**src/rtl/cp0.sv**
```systemverilog
`default_nettype none
// ============================================================================
//  Module  : cp0
//  Brief   : MIPS coprocessor-0 (SR/Cause/EPC/PRId), exception and interrupt
//            entry, mfc0/mtc0 access and eret EXL clear at the M stage.
//  Rev     : 1.0  initial release
// ============================================================================
module cp0 #(
    parameter logic [31:0] PRID_VAL = 32'h2017_1226
) (
    input  logic        clk,
    input  logic        reset,
    input  logic [4:0]  A1,
    input  logic [4:0]  A2,
    input  logic [31:0] DIn,
    input  logic        We,
    input  logic [31:0] PC,
    input  logic        BD,
    input  logic [4:0]  ExcCode,
    input  logic        ExceptionM,
    input  logic [5:0]  HWInt,
    input  logic        EXLClr,
    output logic        IntReq,
    output logic [31:0] EPC,
    output logic [31:0] DOut
);

    localparam logic [4:0] REG_SR    = 5'd12;
    localparam logic [4:0] REG_CAUSE = 5'd13;
    localparam logic [4:0] REG_EPC   = 5'd14;
    localparam logic [4:0] REG_PRID  = 5'd15;

    logic [5:0]  im;
    logic        exl;
    logic        ie;
    logic        bd;
    logic [5:0]  ip;
    logic [4:0]  exc_code;
    logic [31:0] epc;

    logic        int_pend;
    logic        exc_take;
    logic [31:0] victim_pc;
    logic [31:0] sr_word;
    logic [31:0] cause_word;

    always_comb begin
        int_pend   = (|(HWInt & im)) & ie & ~exl;
        exc_take   = ExceptionM & ~exl;
        victim_pc  = {PC[31:2], 2'b00};
        sr_word    = {16'b0, im, 8'b0, exl, ie};
        cause_word = {bd, 15'b0, ip, 3'b0, exc_code, 2'b0};
    end

    assign IntReq = int_pend | exc_take;
    assign EPC    = epc;

    always_ff @(posedge clk) begin
        if (reset) begin
            im       <= 6'd0;
            exl      <= 1'b0;
            ie       <= 1'b0;
            bd       <= 1'b0;
            ip       <= 6'd0;
            exc_code <= 5'd0;
            epc      <= 32'd0;
        end else begin
            ip <= HWInt;
            if (IntReq) begin
                exl      <= 1'b1;
                bd       <= BD;
                epc      <= BD ? (victim_pc - 32'd4) : victim_pc;
                exc_code <= int_pend ? 5'd0 : ExcCode;
            end else begin
                if (We && (A2 == REG_SR)) begin
                    im  <= DIn[15:10];
                    exl <= DIn[1];
                    ie  <= DIn[0];
                end
                if (We && (A2 == REG_EPC)) begin
                    epc <= {DIn[31:2], 2'b00};
                end
                // eret clear overrides an EXL value written by mtc0 this cycle
                if (EXLClr) begin
                    exl <= 1'b0;
                end
            end
        end
    end

    always_comb begin
        DOut = 32'd0;
        case (A1)
            REG_SR:    DOut = sr_word;
            REG_CAUSE: DOut = cause_word;
            REG_EPC:   DOut = epc;
            REG_PRID:  DOut = PRID_VAL;
            default:   DOut = 32'd0;
        endcase
    end

endmodule
`default_nettype wire

```
**config.mk**
```make
export PLATFORM = sky130hd
export DESIGN_NAME = cp0
export DESIGN_NICKNAME = d
export VERILOG_FILES = /design/src/rtl/cp0.sv
export SDC_FILE = /design/constraint.sdc
export NUM_CORES = 1
export LEC_CHECK = 0
export BUFFER_PORTS_ARGS = -buffer_cell sky130_fd_sc_hd__buf_2
export CORE_MARGIN = 2
export CORE_UTILIZATION = 50
export CTS_CLUSTER_DIAMETER = 40
export DETAILED_ROUTE_END_ITERATION = 6
export HOLD_SLACK_MARGIN = 0.05
export PLACE_DENSITY = 0.95
export RECOVER_POWER = 25
export SKIP_LAST_GASP = 1
export SYNTH_ARGS = -nofsm -noshare
export SYNTH_HDL_FRONTEND = slang
export SYNTH_SLANG_ARGS = --single-unit
```
**constraint.sdc**
```tcl
create_clock -name clk -period 3.4 [get_ports clk]
set_input_delay 0.34 -clock clk [delete_from_list [all_inputs] [get_ports clk]]
set_output_delay 0.34 -clock clk [all_outputs]
set_load 0.05 [all_outputs]
```
# == Word level (Yosys, flattened, before mapping) ==
# Cells that the tools add are included.
# word_totals
out_inout_bits,65
register_bits,52
in_bits,91
# classes
eq_ne,6
add_sub_neg,1
mux,8
n_reduce_logical,6
bitwise_logic,7
# ops
cell,count
32-bit one-hot mux with 4 select lines,1
32-bit 2-to-1 mux,3
"32-bit by 3-bit subtractor with 32-bit output, second input constant",1
"5-bit by 4-bit equality test with 1-bit output, second input constant",6
6-bit AND,1
6-bit OR reduction,1
5-bit 2-to-1 mux,1
1-bit AND,3
1-bit 2-to-1 mux,3
3-bit nonzero test,1
1-bit logical AND,2
1-bit NOT,2
2-bit AND reduction,1
2-bit nonzero test,1
1-bit bitwise OR,1

# == Logic depth before layout (Yosys ltp) ==
# Gate-level depths: netlist of the first run.
# depth
ltp_word,7
mapped_depth,7

# == Worst setup path after synthesis of the first run ==
# Ideal clock, no wire load.
# synth_timing
path_type,input port to output port
startpoint,input port A1[0]
endpoint,output port DOut[12]
arrival_time_ps,1900
path_stages,3
required_ps,3060
path_slack_ps,1160
cell_sequence,buf_1 a211oi_1 nor3_1
# synth_via
elab_chain_cells,2
# synth_lines
item,line,text
start: declaration,13,"input logic [4:0] A1,"
5-bit by 4-bit equality test with 1-bit output,93,case (A1)
32-bit one-hot mux with 4 select lines (*),93,
end: declaration,25,output logic [31:0] DOut
# Mark *: on every way between the ends. The rest lies on a longest branch, timed or not.

# == Final worst setup path of the first run ==
# layout_timing
startpoint,input port A1[4]
endpoint,output port DOut[30]
# Same word-level chain as after synthesis.

==> out/summary.txt, run 1 <==
Outcome: complete, but fails checks
Failing checks: capacitance limit, slew limit
Number of global-route vias before repair: 3180
Relative slew margins: -41.0%
Clk slew on worst S/H paths: 0.10 ns
Port bufs: 151
Die Wd: 83.2 um
DR WL/cell: 16.3 um
R2R Path End: im[5]$_SDFFE_PP0P_
Min Tclk post-route: 2.56 ns
Cts hold-fix bufs: 0
RR Startpoint: im[1]$_SDFFE_PP0P_
Total number of vias: 3468
Register area share after synthesis: 31.9%
WL met2: 4.72 mm
Chip height: 83.2 um
Number of CTS-inserted buffers: 5
Final worst setup slack: 0.843 ns
Min-Delay Endpoint: exc_code[0]$_SDFFE_PP0N_
Share of layout cells above drive strength 1: 29.3%
Clk sinks: 50
Worst-Skew Late Latency: 0.31 ns
GP Congestion: 0.911
Clock H-tree levels: 2
Synth top area share: 31.9%
Clk_skew: 0.0116 ns
Seq cells post-synth: 50
Crit path max fanout: 14
DRT iter0 DRCs: 274
Met3 WL post-DR: 729 um
Cell variety after synth: 48
Pre-CTS setup slack: 0.841 ns
Slew Viols, Final: 48
Reg2reg path depth: 7
Max VDD drop: 0.298 mV
Compound-gate portion of the synthesized area: 20.0%
Fill count: 519
Rows: 28
Sum Neg Setup Slack: 0 ns
Ratio of final minimum period to clock period: 75.2%
DR vias/cell: 5.81
M1 WL: 4.06 mm
Crit path launch type: primary input
Fmax achieved: 0.391 GHz
Ys Warns: 0
Initial antenna violation count: 0
Max-cap viol count: 1
WS Path Type: in2out
Detail Placement HPWL: 7.36 mm
Largest family of logic cells by synthesized area: simple AND/OR/NAND/NOR gates
Total Routed Length: 9.71 mm
First-pass GRT wire length: 15.3 mm
Global route overflow: 0
Slew @ Worst Pin: 2.11 ns
Xor/xnor share of the synthesized area: 7.26%
Mapped Area: 3140 um2
Final setup viols: 0
Antenna cells: 0
Setup crit end kind: output pin
CTS tree: yes
Synth top area cells: dfxtp_1 32%, a211oi_1 10%, mux2i_1 6.7%, xnor2_1 6.4%, nor2_1 6.3%
# DRC: 0
Largest net degree at the start of global routing: 48
Clock Tree Buf Depth: 2
Most common flop cell mapped by yosys: dfxtp_1
Gr usage total: 26.9%
Post-CTS Setup Bufs: 0
CP required: 3.06 ns
Asr flop ratio synth: 0%
Leakage: 0.00162 uW
Top Layer Used: met4
RSZ-0062 raised after global routing: no
Worst Hold Class: in2reg
Drt pass-1 iters: 5
Hold_sp: ExcCode[0]
Die Footprint: 6920 um2
Hold Vio Cnt, Final: 0
Post-CTS resize count: 0
Area taken by multi-input logic gates: 1980 um2
Post-synthesis mux area share: 6.70%
Area leader, netlist: dfxtp_1
Worst R2R Setup Slack: 1.32 ns
Area growth syn-to-layout: 26.7%
I/O pin total: 156
Critical path arrival: 2.22 ns
Hold Path Depth: 2
Avg Cell Area, Syn: 8.10 um2
Layout Utilization: 66.3%
Clock root buffer: clkbuf_8
PwrDens: 368 nW/um2
Final layout net count: 613
Post-route ant nets: 0
Adder-Cell Fraction of Synth Area: 0.399%
Number of flops mapped to enable cells by yosys: 0
Simple-Gate Fraction of Synth Area: 28.7%
FF+latch area: 1000 um2
Core area: 5990 um2
Initial core utilization: 52.3%
Syn Inst Count: 387
-- layer usage --
metal	up-vias	track usage (%)
li1	1657	-
met1	1617	34.4
met2	172	45.8
met3	22	4.87
met4	0	8.35
met5	-	0
-- logic make-up after synthesis --
| family | after synthesis |
|---|---|
| and+or+nand+nor | 164 |
| AOI/OAI and AO/OA | 90 |
| DFF | 50 |
| buffers and inverters | 34 |
| xor gates and xnor gates | 26 |
| muxes | 21 |
| adders and majority gates | 1 |
| other | 1 |
-- power by group --
part           switching, uW  total [uW]  internal [uW]
Clock                    207         426            219
Combinational            260         385            125
Sequential              27.4         651            623
Total                    494        1460            967
-- worst max-delay path, stage by stage --
cell	delay, ns
buf_2	0.09
nand3b_1	0.14
buf_4	0.19
inv_1	0.08
nand2_1	0.23
nor2_1	0.65
and2_1	0.23
buf_2	0.26
-- cell usage in the layout, fill, tap and decap left out, drive strengths merged, types with 2 or more instances in the layout --
cell	count
o21ai	10
xnor2	23
or4	3
a22o	5
nand2	22
a22oi	7
clkinvlp	2
and2	12
nor3	9
a211oi	44
nor4b	6
conb	2
nor2b	27
mux2i	21
nand3	6
clkbuf	28
buf	133
nor2	53
inv	4
nand3b	3
nor4	12
dfxtp	50
a21oi	18
nand2b	2
a221oi	2
nand4	2
xor2	3
or3	3
-- cell usage after synthesis, drive strengths merged (7+ instances only) --
cell type	count
nor2b	27
clkbuf	16
xnor2	23
nand2	22
mux2i	21
dfxtp	50
buf	14
nor2	53
nor4	12
o21ai	10
a22oi	7
a21oi	18
a211oi	44
and2	12
nor3	9
-- area by class of cell --
class	count	share of cell area (%)
clock buffer	5	1.73
clock inverter	3	1.13
inverter	4	0.378
multi-input combinational	304	49.9
sequential	50	25.2
tap	75	2.36
timing repair buffer	156	19.3
-- worst max path at each step --
| stage | start | end | slack, ns |
|---|---|---|---|
| floorplan | A1[0] | DOut[12] | 1.16 |
| global placement | A1[4] | DOut[23] | 0.92 |
| detailed placement | A1[4] | DOut[30] | 0.84 |
| CTS | A1[4] | DOut[30] | 0.84 |
| global route | A1[4] | DOut[23] | 0.69 |
| finish | A1[4] | DOut[30] | 0.84 |
-- sequential cells by signal, indices dropped and copies added (netlist names) --
name and cells:
exl 1, ie 1, exc_code 5, im 6, bd 1, ip 6
EPC 30
-- through the flow --
stage | area [um2] | cells | hold WS, ns | total power, uW
2_1_floorplan | 3140 | 388 | 0.436 | 915
3_3_place_gp | 3890 | 589 | 0.444 | 1040
3_5_place_dp | 3890 | 589 | 0.447 | 1050
4_1_cts | 4000 | 597 | 0.231 | 1460
5_1_grt | 3970 | 597 | 0.231 | 1520
6_report | 3970 | 597 | 0.230 | 1460
Note: power is estimated with default switching activity, not from simulation.
==> inputs of run 2 (changes only) <==
CORE_UTILIZATION = 46   (was 50)
PLACE_DENSITY = 0.9   (was 0.95)
clock period = 2.49 ns   (was 3.4 ns; I/O delays follow)
==> out/summary.txt, run 2 (same netlist as run 1, synthesis figures left out) <==
Flop pwr share: 46.5%
Clock Tree Buf Depth: 2
I/O pin total: 156
Buf/Inv on CP: 3
Top Layer Used: met4
Largest net degree at the start of global routing: 47
Total power: 1910 uW
RR Startpoint: im[0]$_SDFFE_PP0P_
Hold Path Depth: 2
Global route overflow: 0
Core area: 6680 um2
Most frequent cells in the layout: 129 x buf_2, 53 x nor2_1, 50 x dfxtp_1
Clk_skew: 0.0116 ns
WS Path Type: reg2out
Sum Neg Setup Slack: 0 ns
Met3 WL post-DR: 556 um
Rows: 30
Hold_sp: ExcCode[0]
Critical Path, Cell by Cell: a221oi_1, a311o_1, inv_1, buf_12, buf_2
# DRC: 0
Worst Hold Class: in2reg
Min Tclk post-route: 2.15 ns
Net Sw Frac: 34.5%
CTS tree: yes
Combinational share of power: 28.0%
Die Footprint: 7490 um2
Critical path arrival: 1.90 ns
Fmax achieved: 0.464 GHz
Hold Vio Cnt, Final: 0
Drt pass-1 iters: 4
Worst R2R Setup Slack: 0.53 ns
Slew Viols, Final: 0
Antenna cells: 0
Clock root buffer: clkbuf_8
Outcome: finished, final reports clean
DR vias/cell: 5.62
Clock H-tree levels: 2
Ratio of final minimum period to clock period: 86.5%
Min-Delay Endpoint: exc_code[0]$_SDFFE_PP0N_
Clk pwr share: 25.4%
Relative slew margins: 59.5%
PwrDens: 475 nW/um2
P_int: 1250 uW
DRT iter0 DRCs: 174
Share of layout cells above drive strength 1: 30.0%
Crit path launch type: register
RSZ-0062 raised after global routing: no
Worst path slowest cell: a311o_1
Psw: 658 uW
Detail Placement HPWL: 7.45 mm
Top delay family on crit path: buffers and inverters
Clk slew on worst S/H paths: 0.09 ns
Initial core utilization: 46.9%
WL met2: 4.77 mm
Crit path max fanout: 39
First-pass GRT wire length: 15.1 mm
Number of CTS-inserted buffers: 5
Largest stage delay on the critical path: 0.40 ns
M1 WL: 4.22 mm
Max-cap viol count: 0
Final setup viols: 0
Post-route ant nets: 0
Final layout net count: 618
Area growth syn-to-layout: 28.2%
Post-CTS Setup Bufs: 0
Port bufs: 151
Reg2reg path depth: 7
R2R Path End: im[4]$_SDFFE_PP0P_
Fill count: 645
Total Routed Length: 9.74 mm
CP required: 2.24 ns
Chip height: 86.6 um
Worst-Skew Late Latency: 0.30 ns
Clk sinks: 50
Gr usage total: 25.1%
GP Congestion: 0.912
Number of global-route vias before repair: 3079
Crit path launch: im[0]$_SDFFE_PP0P_
Cts hold-fix bufs: 0
Max reg flops: 30
Setup crit end kind: output pin
Max VDD drop: 0.233 mV
Hold WS: 0.167 ns
Initial antenna violation count: 0
DR WL/cell: 16.0 um
Slew @ Worst Pin: 0.611 ns
Total number of vias: 3412
Most common cell after layout, fill and taps aside: buf_2
Post-CTS resize count: 0
Die Wd: 86.6 um
Leakage: 0.00166 uW
run 2: worst register-to-register path, stage by stage, from the launching register on:
cell and delay (ns):
dfxtp_1 0.35, a221oi_1 0.32, a311o_1 0.26, inv_1 0.12
buf_12 0.19, nor2_1 0.41, nand2_1 0.11, a21oi_1 0.13
run 2: worst max path at each step:
stage / endpoint / slack [ns] / cells past startpoint
3_5_place_dp: EPC[23]$_SDFFE_PP0P_ / 0.20 / 6
3_3_place_gp: EPC[25]$_SDFFE_PP0P_ / 0.33 / 6
6_report: IntReq / 0.34 / 5
2_1_floorplan: EPC[17]$_SDFFE_PP0P_ / 0.39 / 6
5_1_grt: IntReq / 0.25 / 5
4_1_cts: IntReq / 0.35 / 5
run 2: area by class of cell:
| cell class | instances | area [um2] | area share [%] |
|---|---|---|---|
| clock buffers | 7 | 86.3 | 2.15 |
| clock inverters | 1 | 5.00 | 0.125 |
| inverters | 4 | 15.0 | 0.374 |
| multi-input cells | 304 | 1980 | 49.3 |
| flip-flops and latches | 50 | 1000 | 24.9 |
| well taps | 80 | 100 | 2.49 |
| repair buffers | 161 | 828 | 20.6 |
run 2: power groups by stage:
stage          combinational [uW]  sequential, uW  clock [uW]
2_1_floorplan                 225            1020           0
3_3_place_gp                  526             902           0
3_5_place_dp                  538             906           0
4_1_cts                       540             887         493
5_1_grt                       572             896         524
6_report                      535             889         486
run 2: metrics by stage:
stage | util [%] | std cells | worst slack, ns | instance area [um2]
2_1_floorplan | - | 388 | 0.388 | 3140
4_1_cts | 60.6 | 607 | 0.352 | 4050
3_3_place_gp | 59.2 | 599 | 0.327 | 3960
3_5_place_dp | 59.2 | 599 | 0.203 | 3960
6_report | 60.1 | 607 | 0.336 | 4020
5_1_grt | 60.1 | 607 | 0.255 | 4020
run 2: metal layers:
metal  vias to the layer above  track usage (%)
met3                        19             3.24
met5                         -                0
met1                      1588             34.8
met2                       136             41.2
li1                       1669                -
met4                         0             7.10
==> inputs of run 3 (changes only) <==
MAX_ROUTING_LAYER = met4   (was default)
PLACE_DENSITY = 0.8   (was 0.9)
==> out/summary.txt, run 3 (same netlist as run 1, synthesis figures left out) <==
Fmax achieved: 0.474 GHz
Clock root buffer: clkbuf_8
Rows: 30
Core area: 6680 um2
Largest stage delay on the critical path: 0.38 ns
Die Wd: 86.6 um
Critical Path, Cell by Cell: a221oi_1, a311o_1, inv_1, buf_12, buf_2
Cts hold-fix bufs: 0
Number of CTS-inserted buffers: 5
Antenna cells: 0
Worst path slowest cell: dfxtp_1
DRT iter0 DRCs: 160
Detail Placement HPWL: 7.37 mm
Clk_skew: 0.00752 ns
Global route overflow: 0
Final layout net count: 618
PwrDens: 479 nW/um2
Initial core utilization: 46.9%
Max reg flops: 30
Min-Delay Endpoint: exc_code[3]$_SDFFE_PP0N_
I/O pin total: 156
Worst Hold Class: in2reg
Critical path arrival: 1.86 ns
Chip height: 86.6 um
Total Routed Length: 9.61 mm
Largest net degree at the start of global routing: 47
Clk slew on worst S/H paths: 0.10 ns
Final setup viols: 0
GP Congestion: 0.895
CP required: 2.24 ns
Clk sinks: 50
Gr usage total: 25.9%
Most frequent cells in the layout: 128 x buf_2, 53 x nor2_1, 50 x dfxtp_1
Outcome: finished, final reports clean
Hold Path Depth: 2
Worst-Skew Late Latency: 0.31 ns
WS Path Type: reg2out
Hold_sp: ExcCode[3]
Reg2reg path depth: 7
Setup crit end kind: output pin
Post-CTS resize count: 0
Drt pass-1 iters: 4
Port bufs: 151
Most common cell after layout, fill and taps aside: buf_2
Relative slew margins: 33.6%
RSZ-0062 raised after global routing: no
Die Footprint: 7490 um2
Crit path launch type: register
First-pass GRT wire length: 15.0 mm
DR WL/cell: 15.8 um
Area growth syn-to-layout: 28.2%
Max-cap viol count: 0
Share of layout cells above drive strength 1: 30.0%
Initial antenna violation count: 0
Number of global-route vias before repair: 3170
Ratio of final minimum period to clock period: 84.7%
Worst R2R Setup Slack: 0.63 ns
RR Startpoint: im[1]$_SDFFE_PP0P_
Min Tclk post-route: 2.11 ns
Clock H-tree levels: 2
Slew Viols, Final: 0
Crit path max fanout: 39
Post-CTS Setup Bufs: 0
Max VDD drop: 0.230 mV
CTS tree: yes
Post-route ant nets: 0
Hold Vio Cnt, Final: 0
# DRC: 0
DR vias/cell: 5.53
Slew @ Worst Pin: 0.996 ns
R2R Path End: im[5]$_SDFFE_PP0P_
Clock Tree Buf Depth: 2
Leakage: 0.00165 uW
Sum Neg Setup Slack: 0 ns
Hold WS: 0.154 ns
Total number of vias: 3357
## run 3: how the worst max path moves through the flow
stage | from | endpoint | cells past startpoint
2_1_floorplan | im[0]$_SDFFE_PP0P_ | EPC[17]$_SDFFE_PP0P_ | 6
3_3_place_gp | PC[2] | EPC[24]$_SDFFE_PP0P_ | 8
3_5_place_dp | PC[16] | EPC[24]$_SDFFE_PP0P_ | 6
4_1_cts | im[0]$_SDFFE_PP0P_ | IntReq | 5
5_1_grt | im[1]$_SDFFE_PP0P_ | IntReq | 5
6_report | im[0]$_SDFFE_PP0P_ | IntReq | 5
## run 3: cell type report
type,instances,area (um2)
fillers,634,2660
multi-input cells,304,1980
flip-flops and latches,50,1000
repair buffers,161,825
well taps,80,100
clock buffers,6,82.6
inverters,4,15.0
clock inverters,2,12.5
## run 3: report_power, final
group	total [uW]	switching [uW]	leakage, uW	internal, uW
Sequential	888	36.6	0.000411	851
Clock	505	281	0.0000472	224
Combinational	531	355	0.00119	176
## run 3: per-stage QoR
step	area [um2]	power (uW)	worst slack [ns]	std cells	util, %
floorplan	3140	1250	0.388	388	-
global placement	3960	1430	0.533	599	59.2
detailed placement	3960	1440	0.331	599	59.2
CTS	4050	1940	0.380	607	60.6
global route	4020	2000	0.265	607	60.1
finish	4020	1920	0.381	607	60.1
## run 3: critical path, delay by kind of cell, from the launching register on
kind                   cells  cell delay, ns
AOI/OAI and AO/OA          2            0.48
buffers and inverters      3            0.66
DFF                        1            0.38
## run 3: routing by layer
layer | global-route usage, % | up-vias | share of wire [%]
met5 | - | - | 0
met4 | 6.82 | 0 | 0.91
met3 | 3.43 | 8 | 5.9
met2 | 43.0 | 119 | 49
met1 | 33.3 | 1563 | 44
li1 | - | 1667 | -
